### config.mk
export PLATFORM = sky130hd
export DESIGN_NAME = cam_cfg_sequencer_flat
export DESIGN_NICKNAME = d
export VERILOG_FILES = /design/src/rtl/cam_cfg_sequencer_pkg.sv /design/src/rtl/cam_cfg_sequencer_if.sv /design/src/rtl/cam_cfg_sequencer_timer.sv /design/src/rtl/cam_cfg_sequencer.sv /design/src/flat_wrapper.sv
export SDC_FILE = /design/constraint.sdc
export NUM_CORES = 1
export LEC_CHECK = 0
export CAP_MARGIN = 15
export CORE_ASPECT_RATIO = 0.8
export CORE_UTILIZATION = 50
export DETAILED_ROUTE_END_ITERATION = 16
export GPL_ROUTABILITY_DRIVEN = 1
export GPL_TIMING_DRIVEN = 0
export PLACE_DENSITY = 0.89
export SYNTH_ARGS = -nofsm -noshare
export SYNTH_HDL_FRONTEND = slang
export SYNTH_SLANG_ARGS = --single-unit
### constraint.sdc
create_clock -name clk -period 2.6 [get_ports clk]
set_input_delay 0.52 -clock clk [delete_from_list [all_inputs] [get_ports clk]]
set_output_delay 0.52 -clock clk [all_outputs]
set_load 0.02 [all_outputs]
### src/rtl/cam_cfg_sequencer_pkg.sv
// Shared types and sensor constants for the camera register-table sequencer.
package cam_cfg_pkg;

  typedef enum logic [2:0] {
    PWR_WAIT = 3'd0,
    FETCH    = 3'd1,
    ISSUE    = 3'd2,
    WAIT     = 3'd3,
    POST_DLY = 3'd4,
    NEXT     = 3'd5,
    DONE     = 3'd6,
    ERR      = 3'd7
  } cfg_state_t;

  localparam logic [7:0]  SENSOR_RST_ADDR = 8'h12;
  localparam int unsigned SENSOR_RST_BIT  = 32'd7;
  localparam logic [7:0]  BANK_SEL_ADDR   = 8'hFF;

  // A write to the common-control register with the reset bit set restarts the sensor.
  function automatic logic is_sensor_reset(input logic [7:0] addr, input logic [7:0] data);
    return (addr == SENSOR_RST_ADDR) && data[SENSOR_RST_BIT];
  endfunction

endpackage

### src/rtl/cam_cfg_sequencer_if.sv
// Write-request handshake between the configuration sequencer and the SCCB master.
interface cam_cfg_sequencer_if;

  logic       sccb_req;
  logic [7:0] sccb_addr;
  logic [7:0] sccb_data;
  logic       sccb_done;
  logic       sccb_nack;

  modport master (
    output sccb_req,
    output sccb_addr,
    output sccb_data,
    input  sccb_done,
    input  sccb_nack
  );

  modport slave (
    input  sccb_req,
    input  sccb_addr,
    input  sccb_data,
    output sccb_done,
    output sccb_nack
  );

endinterface

### src/rtl/cam_cfg_sequencer_timer.sv
// Shared settling-delay counter: cleared while idle, counts while enabled, flags when it hits limit.
module cfg_delay_timer #(
  parameter int WIDTH = 8
) (
  input  logic             clk,
  input  logic             rst,
  input  logic             clr,
  input  logic [WIDTH-1:0] limit,
  output logic             expired
);

  logic [WIDTH-1:0] cnt_r;

  // Counter restarts from zero on every entry into a delay state.
  always_ff @(posedge clk) begin
    if (rst) begin
      cnt_r <= '0;
    end else if (clr) begin
      cnt_r <= '0;
    end else begin
      cnt_r <= cnt_r + WIDTH'(32'd1);
    end
  end

  assign expired = (cnt_r == limit);

endmodule

### src/rtl/cam_cfg_sequencer.sv
// Walks the camera register table issuing one SCCB write per entry, with power-up and soft-reset settling.
// Optional NACK retry per entry is built when CFG_RETRY_EN is defined.
module cam_cfg_sequencer
  import cam_cfg_pkg::*;
#(
  parameter int REG_NUM     = 179,
  parameter int POWERUP_DLY = 50000,
  parameter int RESET_DLY   = 250000
`ifdef CFG_RETRY_EN
  ,
  parameter int MAX_RETRY   = 3
`endif
) (
  input  logic                       clk,
  input  logic                       rst,
  input  logic                       start,
  output logic [7:0]                 rom_addr,
  input  logic [15:0]                rom_data,
  cam_cfg_sequencer_if.master        sccb,
  output logic                       cfg_busy,
  output logic                       cfg_done,
  output logic                       cfg_err
);

  localparam int DLY_MAX = (POWERUP_DLY > RESET_DLY) ? POWERUP_DLY : RESET_DLY;
  localparam int DLY_W   = ($clog2(DLY_MAX) < 1) ? 1 : $clog2(DLY_MAX);
  localparam logic [DLY_W-1:0] PWR_LIM  = DLY_W'(POWERUP_DLY - 32'sd1);
  localparam logic [DLY_W-1:0] RST_LIM  = DLY_W'(RESET_DLY - 32'sd1);
  localparam logic [7:0]       LAST_IDX = 8'(REG_NUM - 32'sd1);

`ifdef CFG_RETRY_EN
  localparam int RTY_W = ($clog2(MAX_RETRY + 1) < 1) ? 1 : $clog2(MAX_RETRY + 1);
  localparam logic [RTY_W-1:0] RTY_MAX = RTY_W'(MAX_RETRY);
  logic [RTY_W-1:0] retry_r;
`endif

  cfg_state_t       state_r;
  logic             tmr_clr_s;
  logic [DLY_W-1:0] tmr_limit_s;
  logic             tmr_expired_s;

  // Only the two delay states let the timer run; every other state holds it at zero.
  always_comb begin
    tmr_clr_s   = 1'b1;
    tmr_limit_s = PWR_LIM;
    case (state_r)
      PWR_WAIT: begin
        tmr_clr_s   = 1'b0;
        tmr_limit_s = PWR_LIM;
      end
      POST_DLY: begin
        tmr_clr_s   = 1'b0;
        tmr_limit_s = RST_LIM;
      end
      default: begin
        tmr_clr_s   = 1'b1;
        tmr_limit_s = PWR_LIM;
      end
    endcase
  end

  cfg_delay_timer #(.WIDTH(DLY_W)) u_timer (
    .clk     (clk),
    .rst     (rst),
    .clr     (tmr_clr_s),
    .limit   (tmr_limit_s),
    .expired (tmr_expired_s)
  );

  // Sequencer FSM; every output is a register updated here.
  always_ff @(posedge clk) begin
    if (rst) begin
      state_r        <= PWR_WAIT;
      rom_addr       <= 8'd0;
      sccb.sccb_req  <= 1'b0;
      sccb.sccb_addr <= 8'd0;
      sccb.sccb_data <= 8'd0;
      cfg_busy       <= 1'b1;
      cfg_done       <= 1'b0;
      cfg_err        <= 1'b0;
`ifdef CFG_RETRY_EN
      retry_r        <= '0;
`endif
    end else begin
      case (state_r)
        PWR_WAIT: begin
          if (tmr_expired_s) state_r <= FETCH;
        end
        FETCH: begin
          sccb.sccb_addr <= rom_data[15:8];
          sccb.sccb_data <= rom_data[7:0];
          state_r        <= ISSUE;
        end
        ISSUE: begin
          sccb.sccb_req <= 1'b1;
          state_r       <= WAIT;
        end
        WAIT: begin
          if (sccb.sccb_done) begin
            sccb.sccb_req <= 1'b0;
            if (!sccb.sccb_nack) begin
              if (is_sensor_reset(sccb.sccb_addr, sccb.sccb_data)) state_r <= POST_DLY;
              else state_r <= NEXT;
            end else begin
`ifdef CFG_RETRY_EN
              if (retry_r < RTY_MAX) begin
                retry_r <= retry_r + RTY_W'(32'd1);
                state_r <= ISSUE;
              end else begin
                state_r  <= ERR;
                cfg_err  <= 1'b1;
                cfg_busy <= 1'b0;
              end
`else
              state_r  <= ERR;
              cfg_err  <= 1'b1;
              cfg_busy <= 1'b0;
`endif
            end
          end
        end
        POST_DLY: begin
          if (tmr_expired_s) state_r <= NEXT;
        end
        NEXT: begin
          if (rom_addr == LAST_IDX) begin
            state_r  <= DONE;
            cfg_done <= 1'b1;
            cfg_busy <= 1'b0;
          end else begin
            rom_addr <= rom_addr + 8'd1;
            state_r  <= FETCH;
`ifdef CFG_RETRY_EN
            retry_r  <= '0;
`endif
          end
        end
        DONE, ERR: begin
          sccb.sccb_req <= 1'b0;
          if (start) begin
            state_r  <= PWR_WAIT;
            rom_addr <= 8'd0;
            cfg_busy <= 1'b1;
            cfg_done <= 1'b0;
            cfg_err  <= 1'b0;
`ifdef CFG_RETRY_EN
            retry_r  <= '0;
`endif
          end
        end
        default: begin
          state_r       <= ERR;
          sccb.sccb_req <= 1'b0;
          cfg_busy      <= 1'b0;
          cfg_done      <= 1'b0;
          cfg_err       <= 1'b1;
        end
      endcase
    end
  end

endmodule
### src/flat_wrapper.sv
// flat-port wrapper written by rule: the top's interface ports become plain ports
module cam_cfg_sequencer_flat import cam_cfg_pkg::*;
#(
  parameter int REG_NUM     = 179,
  parameter int POWERUP_DLY = 50000,
  parameter int RESET_DLY   = 250000

)
  (clk, rst, start, rom_addr, rom_data, cfg_busy, cfg_done, cfg_err, sccb_sccb_req, sccb_sccb_addr, sccb_sccb_data, sccb_sccb_done, sccb_sccb_nack);
  cam_cfg_sequencer_if sccb_i ();
  input  logic clk;
  input  logic rst;
  input  logic start;
  output logic [7:0] rom_addr;
  input  logic [15:0] rom_data;
  output logic cfg_busy;
  output logic cfg_done;
  output logic cfg_err;
  output wire logic [$bits(sccb_i.sccb_req)-1:0] sccb_sccb_req;
  output wire logic [$bits(sccb_i.sccb_addr)-1:0] sccb_sccb_addr;
  output wire logic [$bits(sccb_i.sccb_data)-1:0] sccb_sccb_data;
  input wire logic [$bits(sccb_i.sccb_done)-1:0] sccb_sccb_done;
  input wire logic [$bits(sccb_i.sccb_nack)-1:0] sccb_sccb_nack;
  assign sccb_sccb_req = sccb_i.sccb_req;
  assign sccb_sccb_addr = sccb_i.sccb_addr;
  assign sccb_sccb_data = sccb_i.sccb_data;
  assign sccb_i.sccb_done = sccb_sccb_done;
  assign sccb_i.sccb_nack = sccb_sccb_nack;
  cam_cfg_sequencer #(.REG_NUM(REG_NUM), .POWERUP_DLY(POWERUP_DLY), .RESET_DLY(RESET_DLY)) u_core (.clk(clk), .rst(rst), .start(start), .rom_addr(rom_addr), .rom_data(rom_data), .sccb(sccb_i), .cfg_busy(cfg_busy), .cfg_done(cfg_done), .cfg_err(cfg_err));
endmodule
==> qor.csv <==
stage;metric;value;unit
status;status;complete, no violations;
pwr;vdd_drop_max;356;uV
finish;final_nets;343;
timing;hold_viol_final;0;
yosys;syn_area_per_cell;8.23;um^2
clock_network;ctsResizeCount;0;
yosys;synth_edf_count;0;
die;core_area;0.00418;mm^2
grt;first_global_vias;1760;
clock_network;cts_setup_buffers;0;
clock_network;cts.path.max_buffers;2;
finish;finalNonFillerCells;377;
clock_network;path_clk_slew;90;ps
die;start_util;0.520;
placement;gp_congestion;0.883;
clock_network;cts_tree;done;
pwr;p_leak;0.000907;uW
job;cap_violations;0;
grt;grt_usage;0.229;
placement;dpl.hpwl;3560;um
timing;fmax;481;MHz
yosys;ys_ff_latch;49;
setup_path;worstPathArrival;2260;ps
drt;detailroute.via_count;2099;
drt;routed_wl;4950;um
finish;final_common_cell;dfxtp_1;
drt;wl_met2;2210;um
timing;max_slew_margin;0.344;
yosys;syn_nets;288;
setup_path;cp_max_fo;7;
die;io_pins;49;
clock_network;cts_max_level;2;
clock_network;hold_buffers;0;
die;dieArea;0.00462;mm^2
die;num_rows;21;
drt;wire_per_inst;13.1;um
yosys;yosys_warnings;0;
grt;grt_pass1_wl;7850;um
timing;post-route-period-util;0.799;
drt;detail_route.iter0.violations;193;
clock_network;cts_root_buffer;clkbuf_8;
finish;drive_gt1_frac;0.0344;
drt;top_layer;met4;
placement;dp_cells;369;
setup_path;required;2790;ps
timing;fin_skew;7.01;ps
timing;grt_setup_unrepaired;no;
yosys;ys.flop_type;dfxtp_1;
pwr;power_density;558;mW/mm^2
drt;ant_nets;0;
timing;finalMaxSlewViolations;0;
setup_path;crit_path_start_kind;flip-flop;
die;die_x;75.7;um
finish;final_util;0.680;
drt;firstDrtPassIters;4;
placement;dp_slack;437;ps
yosys;ys_types;40;
clock_network;numCtsBuffers;5;
drt;dr_wl_met3;435;um
timing;fin_ws;522;ps
die;die_y;61.0;um
clock_network;cts.sinks;49;
timing;max_slew.worst_pin.slew;970;ps
drt;vias_per_cell;5.57;
drt;drc;0;
timing;setup_viol;0;
grt;grt_max_degree;17;
setup_path;end_kind;flip-flop;
finish;num_antenna_cells;0;
grt;gr-total-overflow;0;
yosys;netlist_instances;264;
min_path;hold_path_class;reg2reg;
setup_path;critPathKind;reg2reg;
pwr;total_power;1590;uW
placement;io_buffer_count;48;
finish;area_growth;30.7;%
yosys;yosysSeqAreaShare;0.451;
finish;final_cell_mix;49 x dfxtp_1, 48 x clkdlybuf4s50_1, 41 x nand2_1;
timing;fin_tns_setup;0;ps
drt;wl_met1;2260;um
yosys;synth-async-reset-ratio;0;
yosys;synth.cell_area;0.00217;mm^2
timing;fin_crit;2080;ps
grt;antenna_found_initial;0;
clock_network;clock_latency;300;ps
-- final timing paths --
check / startpoint / to / slack (ps) / depth (start not counted)
worst max-delay path: u_core.rom_addr[2] / u_core.rom_addr[0] / 520 / 4
worst max register to register: u_core.rom_addr[2] / u_core.rom_addr[0] / 520 / 4
worst min-delay path: u_core.sccb.sccb_data[6] / u_core.sccb.sccb_data[6] / 460 / 2
worst min register to register: u_core.sccb.sccb_data[6] / u_core.sccb.sccb_data[6] / 460 / 2
-- cells in the mapped netlist (all sizes together), types with 2 or more instances --
library cell  count  area share
or3               6       0.017
xor2              3       0.012
a211oi            4       0.014
nand4             3      0.0086
dfxtp            49        0.45
a31oi             2      0.0058
nor2             27       0.047
and3              5       0.014
nand2            41       0.071
clkbuf           12       0.021
o31ai             4       0.014
nand4b            2      0.0081
nor4              4       0.012
o21ai             4      0.0092
nor3              4      0.0092
inv              10       0.017
nand3             9       0.021
and4              2      0.0081
ha                3       0.017
nor4bb            2      0.0092
xnor2            13       0.052
a21oi            28       0.064
or4               6       0.021
nor4b             4       0.016
a21boi            2      0.0069
-- final cells by class --
type	count	area [um^2]
clock inverters	3	46.3
flip-flops and latches	49	981
plain buffers	12	45.0
clock buffers	5	68.8
fillers	347	1340
well taps	57	71.3
inverters	10	37.5
repair buffers	48	480
multi-input cells	193	1110
-- report_power, final --
| part | internal [uW] | total (uW) | switching [uW] |
|---|---|---|---|
| Sequential | 783 | 812 | 29.1 |
| Combinational | 106 | 228 | 121 |
| Clock | 288 | 547 | 259 |
-- worst max-delay path, stage by stage, from the launching register on --
cell	delay, ps
dfxtp_1	370
nor4b_1	870
a21boi_0	420
xnor2_1	250
nor2_1	50
-- kinds of logic (layout without fill, tap and decap cells) --
group	Yosys count	after routing	share of synthesized area
AND/OR/NAND/NOR	121	121	0.280
AO/OA/AOI/OAI	52	52	0.143
flip-flops	49	49	0.451
buffers and inverters	22	78	0.0380
XOR/XNOR	16	16	0.0645
adder cells (fa/ha/maj)	3	3	0.0173
multiplexers	1	1	0.00518
-- metal layers --
metal,vias to the layer above,GRT usage
met5,-,0
met4,0,0.0661
met3,7,0.0847
met2,72,0.335
met1,986,0.318
li1,1034,-
-- state kept, by name, summed over array words and instances, names as in the netlist --
name                   count
u_core.sccb.sccb_addr      8
u_core.cfg_done            1
u_core.cfg_err             1
u_core.u_timer.cnt_r      18
u_core.sccb.sccb_data      8
u_core.state_r             3
u_core.cfg_busy            1
u_core.sccb.sccb_req       1
u_core.rom_addr            8
-- metrics by stage --
stage	hold slack, ps	area, um^2
final	458	2840
after CTS	459	2840
after detailed placement	447	2730
after global placement	441	2730
after floorplan	430	2170
after global routing	478	2840
No activity file was read; power rests on OpenSTA's default activity.
